--- config.mk ---
export PLATFORM = sky130hd
export DESIGN_NAME = mult_rr_sched
export DESIGN_NICKNAME = d
export VERILOG_FILES = /design/src/rtl/mult_rr_sched.sv
export SDC_FILE = /design/constraint.sdc
export NUM_CORES = 1
export LEC_CHECK = 0
export CELL_PAD_IN_SITES_DETAIL_PLACEMENT = 2
export CELL_PAD_IN_SITES_GLOBAL_PLACEMENT = 2
export CORE_AREA = 2 2 66 84
export DETAILED_ROUTE_END_ITERATION = 8
export DIE_AREA = 0 0 68 86
export GPL_TIMING_DRIVEN = 0
export PLACE_DENSITY = 0.85
export REMOVE_ABC_BUFFERS = 1
export SYNTH_ARGS = -nofsm -noshare
export SYNTH_HDL_FRONTEND = slang
export SYNTH_SLANG_ARGS = --single-unit
--- constraint.sdc ---
create_clock -name clk -period 3.5 [get_ports clk]
set_input_delay 0.7 -clock clk [delete_from_list [all_inputs] [get_ports clk]]
set_output_delay 0.7 -clock clk [all_outputs]
set_load 0.1 [all_outputs]
--- src/rtl/mult_rr_sched.sv ---
`default_nettype none
// ============================================================================
// Module      : mult_rr_sched
// Description : Two-requester shift-add multiplier with round-robin grant.
//               Define MULT_ZERO_SKIP_EN to finish zero-operand ops at once.
// Revision    : 1.0  initial release
// ============================================================================
module mult_rr_sched #(
    parameter int W = 4
) (
    input  logic           clk,
    input  logic           rst,
    input  logic           req0_valid,
    input  logic [W-1:0]   req0_a,
    input  logic [W-1:0]   req0_b,
    output logic           req0_ready,
    input  logic           req1_valid,
    input  logic [W-1:0]   req1_a,
    input  logic [W-1:0]   req1_b,
    output logic           req1_ready,
    output logic           rsp_valid,
    input  logic           rsp_ready,
    output logic [2*W-1:0] rsp_prod,
    output logic           rsp_id,
    output logic           busy
);

    localparam int              c_CW   = (W > 1) ? $clog2(W) : 1;
    localparam logic [c_CW-1:0] c_LAST = c_CW'(W - 1);

    localparam logic [1:0] c_IDLE = 2'd0;
    localparam logic [1:0] c_CALC = 2'd1;
    localparam logic [1:0] c_DONE = 2'd2;

    logic [1:0]      r_state;
    logic            r_last;
    logic            r_id;
    logic [2*W-1:0]  r_mcand;
    logic [2*W-1:0]  r_acc;
    logic [W-1:0]    r_mplier;
    logic [c_CW-1:0] r_cnt;

    logic            w_idle;
    logic            w_gnt0;
    logic            w_gnt1;
    logic [W-1:0]    w_a;
    logic [W-1:0]    w_b;
    logic            w_zero;

    // r_last holds the index granted most recently; the other side wins a tie.
    assign w_idle = (r_state == c_IDLE) && !rst;
    assign w_gnt0 = w_idle && req0_valid && (!req1_valid || r_last);
    assign w_gnt1 = w_idle && req1_valid && (!req0_valid || !r_last);
    assign w_a    = w_gnt1 ? req1_a : req0_a;
    assign w_b    = w_gnt1 ? req1_b : req0_b;

`ifdef MULT_ZERO_SKIP_EN
    assign w_zero = (w_a == '0) || (w_b == '0);
`else
    assign w_zero = 1'b0;
`endif

    always_ff @(posedge clk or posedge rst) begin
        if (rst) begin
            r_state  <= c_IDLE;
            r_last   <= 1'b1;
            r_id     <= 1'b0;
            r_mcand  <= '0;
            r_acc    <= '0;
            r_mplier <= '0;
            r_cnt    <= '0;
        end else begin
            case (r_state)
                c_IDLE: begin
                    if (w_gnt0 || w_gnt1) begin
                        r_mcand  <= {{W{1'b0}}, w_a};
                        r_mplier <= w_b;
                        r_acc    <= '0;
                        r_id     <= w_gnt1;
                        r_last   <= w_gnt1;
                        r_cnt    <= '0;
                        r_state  <= w_zero ? c_DONE : c_CALC;
                    end
                end
                c_CALC: begin
                    if (r_mplier[0]) begin
                        r_acc <= r_acc + r_mcand;
                    end
                    r_mcand  <= r_mcand << 1;
                    r_mplier <= r_mplier >> 1;
                    r_cnt    <= r_cnt + 1'b1;
                    if (r_cnt == c_LAST) begin
                        r_state <= c_DONE;
                    end
                end
                c_DONE: begin
                    if (rsp_ready) begin
                        r_state <= c_IDLE;
                    end
                end
                default: r_state <= c_IDLE;
            endcase
        end
    end

    assign req0_ready = w_gnt0;
    assign req1_ready = w_gnt1;
    assign rsp_valid  = (r_state == c_DONE);
    assign rsp_prod   = rsp_valid ? r_acc : '0;
    assign rsp_id     = rsp_valid & r_id;
    assign busy       = (r_state != c_IDLE);

endmodule
`default_nettype wire

==> results.md, run 1 <==
- Port buffer count: 33
- Slew HR: 30.5%
- Antenna violations before repair: 0
- FP Rows: 29
- Yosys reg bits: 26
- Max clock buf depth: 2
- Power per cell area: 783 mW/mm^2
- Detailed Place HPWL: 3030 um
- Cell Area, Placed: 0.00193 mm^2
- Mapped cell area: 0.00157 mm^2
- Post-route DRC: 0
- Ant. Diodes: 0
- Synth top area share: 40.0%
- Fin area: 0.00203 mm^2
- Status: completed
- WL/cell: 16.0 um
- Setup tns final: 0 ps
- Yosys cell types: 36
- Avg Synthesized Cell Area: 9.10 um^2
- Sink Count: 26
- Metal1 wirelength: 1740 um
- Max Cap Viol: 0
- Slowest CP cell: clkdlybuf4s15_2
- Peak supply drop: 0.000236 V
- Post-Place Worst Slack: -521 ps
- Pre-antenna DRT Iters: 4
- Root Driver: clkbuf_8
- Fin crit share: 94.4%
- Boundary pin count: 34
- Htree depth: 1
- Power, Total: 1590 uW
- DRT antenna net count: 0
- GRT Total Usage: 16.5%
- Largest cells by area after synthesis: dfrtp_1, nand2_1, ha_1
- Fraction of registers with async set/reset: 100%
- DIE WIDTH: 68 um
- CTS buffer count: 3
- CP Launch Type: input pin
- Tightest Pin Transition: 1040 ps
- Leakage: 0.00110 uW
- Vias/cell: 5.13
- Final count of negative-setup-slack endpoints: 0
- Most area-hungry cell type in the Yosys netlist: dfrtp_1
- CTS tree: done
- Initial Util: 31.3%
- First-pass GRT wire length: 7260 um
- Worst setup margin: 196 ps
- Clk_lat worst skew: 280 ps
- Layout cell share with drive strength beyond 1: 8.46%
- Met2 Routed Length: 2310 um
- Die footprint: 0.00585 mm^2
- Post-Layout Cell Count: 263
- DP Cell Count: 259
- Max Used Layer: met4
- Slowest cell delay on critical path: 570 ps
- EDFF count, synth: 0
- Setup bufs post-CTS: 0
- DRT iter0 DRCs: 48
- Fmax: 0.303 GHz
- Arrival time worst endpoint: 2600 ps
- Vias in the first global route: 1,489
- Global route overflow: 0
- Ys flop type: dfrtp_1
- Tmin final: 3300 ps
- Core area: 0.00501 mm^2
- Post-synthesis sequential area ratio: 41.6%
- DR vias: 1,350
- Met3 WL post-DR: 112 um
- RSZ-0062 raised after global routing: no
- Crit path cell chain: clkdlybuf4s50_1, nor3_2, nand3_2, inv_2, clkdlybuf4s15_2
- Final wirelength: 4220 um
- Nets: 232
- Clock transition at the registers of the reported paths: 100 ps
- Worst Clk Skew: 4.63 ps
- Die H: 86 um
- Fill cells: 559
- Warnings, synthesis: 0
- Post-Syn Instances: 172
- Slew Limit Fails: 0
- Crit path capture type: output port
- WS Path Type: in2out
- Synth-to-layout area growth: 29.9%
- HP Class: reg2reg
- Critical Path RT: 2800 ps
- CP max FO: 11
- Hold Violations, Final: 0
- Final GP Congestion: 0.763
- Largest net degree at the start of global routing: 27
power by group:
part	internal (uW)	leakage (uW)	switching, uW
Combinational	281	0.000731	523
Sequential	423	0.000336	106
Clock	153	0.0000357	105
cell families (layout without fill, tap and decap cells):
kind of cell | count (synthesis) | after routing | share of synthesized area [%]
AOI/OAI and AO/OA | 43 | 43 | 17.8
xor gates and xnor gates | 6 | 6 | 3.36
adders and majority gates | 9 | 9 | 7.67
buffers and inverters | 12 | 41 | 4.00
DFF | 26 | 26 | 41.6
muxes | 6 | 6 | 3.84
and+or+nand+nor | 70 | 70 | 21.7
per-stage QoR:
stage / utilization [%] / hold WS (ps)
after global routing: 40.6 / 504
final: 40.6 / 482
after CTS: 40.0 / 481
after floorplan: - / 439
after global placement: 38.5 / 451
after detailed placement: 38.5 / 460
cell usage after synthesis (2+ instances only):
master    number
dfrtp_1       25
inv_1          3
a21oi_1        5
nor2_1         4
a21o_1         2
ha_1           8
nand2b_1       3
a311oi_2       2
mux2i_1        6
buf_2          2
nand3_1        9
clkbuf_1       3
xor2_1         2
nand2_1       37
xnor2_1        4
buf_4          2
o21bai_1       2
nor2b_1        2
and2_1         9
o21ai_0       15
o21ai_1       12
per-layer routing:
| layer | vias up | GRT usage, % |
|---|---|---|
| li1 | 642 | - |
| met1 | 681 | 20.3 |
| met2 | 22 | 29.4 |
| met3 | 5 | 1.97 |
| met4 | 0 | 4.91 |
| met5 | - | 0 |
worst paths after layout:
kind | endpoint | slack [ps] | start | cells after the start
worst max-delay path | req1_ready | 200 | rst | 5
worst min-delay path | r_last$_DFFE_PP1P_ | 480 | r_last$_DFFE_PP1P_ | 2
worst max register to register | r_acc[7]$_DFFE_PP0P_ | 1280 | r_state[0]$_DFFE_PP0P_ | 4
worst min register to register | r_last$_DFFE_PP1P_ | 480 | r_last$_DFFE_PP1P_ | 2
max in group asynchronous | r_acc[4]$_DFFE_PP0P_ | 1730 | rst | 2
min in group asynchronous | r_acc[7]$_DFFE_PP0P_ | 1140 | rst | 2
flip-flops by register name (all words and copies together) (netlist names):
signal	flops
r_state	2
r_acc	8
r_mplier	4
r_mcand	8
r_last	1
r_id	1
r_cnt	2
cells in the final DEF (no fill, tap or decap), types with 2 or more instances in the layout:
cell             netlist  layout
clkbuf_8               0       3
a311oi_2               2       2
a21oi_1                5       5
nand3_1                9       8
nand2_1               37      37
a21o_1                 2       2
nand2b_1               3       3
o21ai_1               12      12
dfrtp_1               25      25
ha_1                   8       8
xnor2_1                4       4
o21bai_1               2       2
xor2_1                 2       2
o21ai_0               15      15
dlymetal6s2s_1         0      11
clkdlybuf4s50_1        0      21
nor2_1                 4       4
inv_1                  3       3
mux2i_1                6       6
and2_1                 9       9
layout make-up:
type | instances | area [um^2] | area share [%]
multi-input combinational | 134 | 858 | 42.2
clock inverter | 1 | 30.0 | 1.48
inverter | 4 | 15.0 | 0.738
timing repair buffer | 33 | 359 | 17.7
sequential | 26 | 652 | 32.1
clock buffer | 3 | 41.3 | 2.03
tap | 62 | 77.6 | 3.82
worst max-delay path: cells and delay by family:
| kind | cells | cell delay [ps] |
|---|---|---|
| simple gates | 2 | 650 |
| buf+inv | 3 | 1240 |
what timing repair did:
action	CTS	global route
setup endpoints to repair	1	12
gates resized for setup	3	12
hold buffers	0	0
Power figures use the tool's default switching activity.
==> inputs of run 2 (changes only) <==
--- a/config.mk
+++ b/config.mk
@@ -7,11 +7,11 @@
 export LEC_CHECK = 0
 export CELL_PAD_IN_SITES_DETAIL_PLACEMENT = 2
 export CELL_PAD_IN_SITES_GLOBAL_PLACEMENT = 2
-export CORE_AREA = 2 2 66 84
+export CORE_AREA = 2 2 72 91
 export DETAILED_ROUTE_END_ITERATION = 8
-export DIE_AREA = 0 0 68 86
+export DIE_AREA = 0 0 74 93
 export GPL_TIMING_DRIVEN = 0
-export PLACE_DENSITY = 0.85
+export PLACE_DENSITY_LB_ADDON = 0.1
 export REMOVE_ABC_BUFFERS = 1
 export SYNTH_ARGS = -nofsm -noshare
 export SYNTH_HDL_FRONTEND = slang
==> constraint.sdc (replaced) <==
create_clock -name clk -period 3 [get_ports clk]
set_input_delay 0.6 -clock clk [delete_from_list [all_inputs] [get_ports clk]]
set_output_delay 0.6 -clock clk [all_outputs]
set_load 0.1 [all_outputs]
==> run 2 against run 1 <==
  * Clock skew down 2.2 ps
  * Highest routed layer unchanged
  * Global-route usage fell by 1.9 points
  * Worst setup slack worse by 33 ps
  * Cell area is 0.62% higher
  * Count of clock-buffer cells in the layout rose by 1
  * Total power is 14% higher
  * Sequential share of layout area is 0.20 points lower
  * First-iteration DRC count is 65% lower
  * Utilization decreased by 6.8 points
  * Cell count increased by 9.1%
  * Via count up 0.81%
==> results.md, run 2 (synthesized netlist as in run 1, its figures left out) <==
- Status: completed
- Commonest non-fill, non-tap cell in the layout: nand2_1
- Tightest Pin Transition: 1090 ps
- Detailed Place HPWL: 3280 um
- GRT Total Usage: 14.7%
- Critical Path RT: 2400 ps
- Comb power frac: 52.8%
- Slew HR: 27.2%
- Clock transition at the registers of the reported paths: 100 ps
- Power per cell area: 888 mW/mm^2
- Port buffer count: 33
- Boundary pin count: 34
- Largest net degree at the start of global routing: 27
- Slew Limit Fails: 0
- DR vias: 1,361
- WL/cell: 15.5 um
- Cell-internal power: 957 uW
- First-pass GRT wire length: 7840 um
- Largest regs: r_acc x8, r_mcand x8, r_mplier x4
- Antenna violations before repair: 0
- DRT antenna net count: 0
- Final Util: 33.8%
- Slowest cell delay on critical path: 510 ps
- Ant. Diodes: 0
- Commonest cells after routing, fill and taps aside: nand2_1, dfrtp_1, clkdlybuf4s50_1, o21ai_0, o21ai_1
- Delay-heaviest family, CP: buffers and inverters
- Worst Clk Skew: 2.41 ps
- Post-route DRC: 0
- Switching power: 860 uW
- Peak supply drop: 0.000233 V
- Core area: 0.00605 mm^2
- Global route overflow: 0
- Post-Place Worst Slack: -860 ps
- Final count of negative-setup-slack endpoints: 0
- Worst setup margin: 164 ps
- DRT iter0 DRCs: 17
- Tmin final: 2840 ps
- Slowest CP cell: clkdlybuf4s50_1
- Hold Violations, Final: 0
- FP Rows: 32
- Leakage: 0.000905 uW
- CTS tree: done
- Fmax: 0.353 GHz
- Final wirelength: 4450 um
- Die H: 93 um
- Cell Area, Placed: 0.00197 mm^2
- Synth-to-layout area growth: 30.7%
- HP Class: reg2reg
- Max clock buf depth: 2
- Die footprint: 0.00688 mm^2
- Nets: 233
- Layout cell share with drive strength beyond 1: 14.9%
- Worst path bufs/invs: 3
- Fill cells: 680
- Vias in the first global route: 1,549
- CTS buffer count: 3
- Initial Util: 25.9%
- Crit path capture type: output port
- Hold buffers post-CTS: 0
- DIE WIDTH: 74 um
- Sw Ratio: 47.4%
- Htree depth: 1
- Fin crit share: 94.5%
- Power, Total: 1820 uW
- WS Path Type: in2out
- Worst Hold Slack: 479 ps
- Crit path cell chain: clkdlybuf4s50_1, nor3_2, nand3_2, inv_2, clkbuf_4
- Arrival time worst endpoint: 2240 ps
- Sink Count: 26
- Final GP Congestion: 0.749
- Clock Power Share: 13.2%
- Pre-antenna DRT Iters: 2
- Vias/cell: 4.74
- Root Driver: clkbuf_8
- Flop pwr share: 34.1%
- CP Launch Type: input pin
- RSZ-0062 raised after global routing: no
- Setup bufs post-CTS: 0
- Clk_lat worst skew: 270 ps
- Max Cap Viol: 0
- Fin area: 0.00205 mm^2
- CP max FO: 11
-- run 2: timing repair --
action | in CTS | in global routing
resized for setup | 39 | 2
hold endpoints to repair | 0 | 0
setup endpoints to repair | 12 | 8
-- run 2: power by group through the flow --
| stage | clock network (uW) | registers (uW) | logic, uW |
|---|---|---|---|
| 2_1_floorplan | 0 | 583 | 709 |
| 3_3_place_gp | 0 | 617 | 906 |
| 3_5_place_dp | 0 | 629 | 980 |
| 4_1_cts | 248 | 622 | 984 |
| 5_1_grt | 261 | 647 | 1080 |
| 6_report | 239 | 619 | 959 |
-- run 2: metrics by stage --
stage | cells | TNS [ps]
2_1_floorplan | 164 | -4620
3_3_place_gp | 282 | -1680
3_5_place_dp | 283 | -2240
4_1_cts | 287 | 0
5_1_grt | 287 | 0
6_report | 287 | 0
-- run 2: final timing paths --
check                                            start                       to  slack [ps]  cells past startpoint
worst max-delay path                               rst               req1_ready         160                      5
worst min-delay path                r_last$_DFFE_PP1P_       r_last$_DFFE_PP1P_         480                      2
worst max register to register  r_mcand[0]$_DFFE_PP0P_     r_acc[6]$_DFFE_PP0P_         820                      8
worst min register to register      r_last$_DFFE_PP1P_       r_last$_DFFE_PP1P_         480                      2
max in group asynchronous                          rst     r_acc[0]$_DFFE_PP0P_        1290                      2
min in group asynchronous                          rst  r_mplier[1]$_DFFE_PP0P_        1060                      2
-- run 2: final cells by class --
cell class | count | area [um^2] | share of cell area (%)
clock buffer | 4 | 55.1 | 2.69
timing repair buffer | 34 | 357 | 17.4
multi-input combinational | 134 | 861 | 42.1
tap | 85 | 106 | 5.20
inverter | 4 | 15.0 | 0.734
sequential | 26 | 652 | 31.9
-- run 2: metal layers --
metal	track usage [%]	routed length, um	up-vias
met1	18.1	1800	693
li1	-	-	643
met2	26.3	2470	21
met4	4.55	59	0
met5	0	0	-
met3	1.29	120	4
-- run 2: tightest hold or removal path, stage by stage, from the launching register on --
cell	delay, ps
dfstp_2	390
nand2_1	50
nand2_1	50
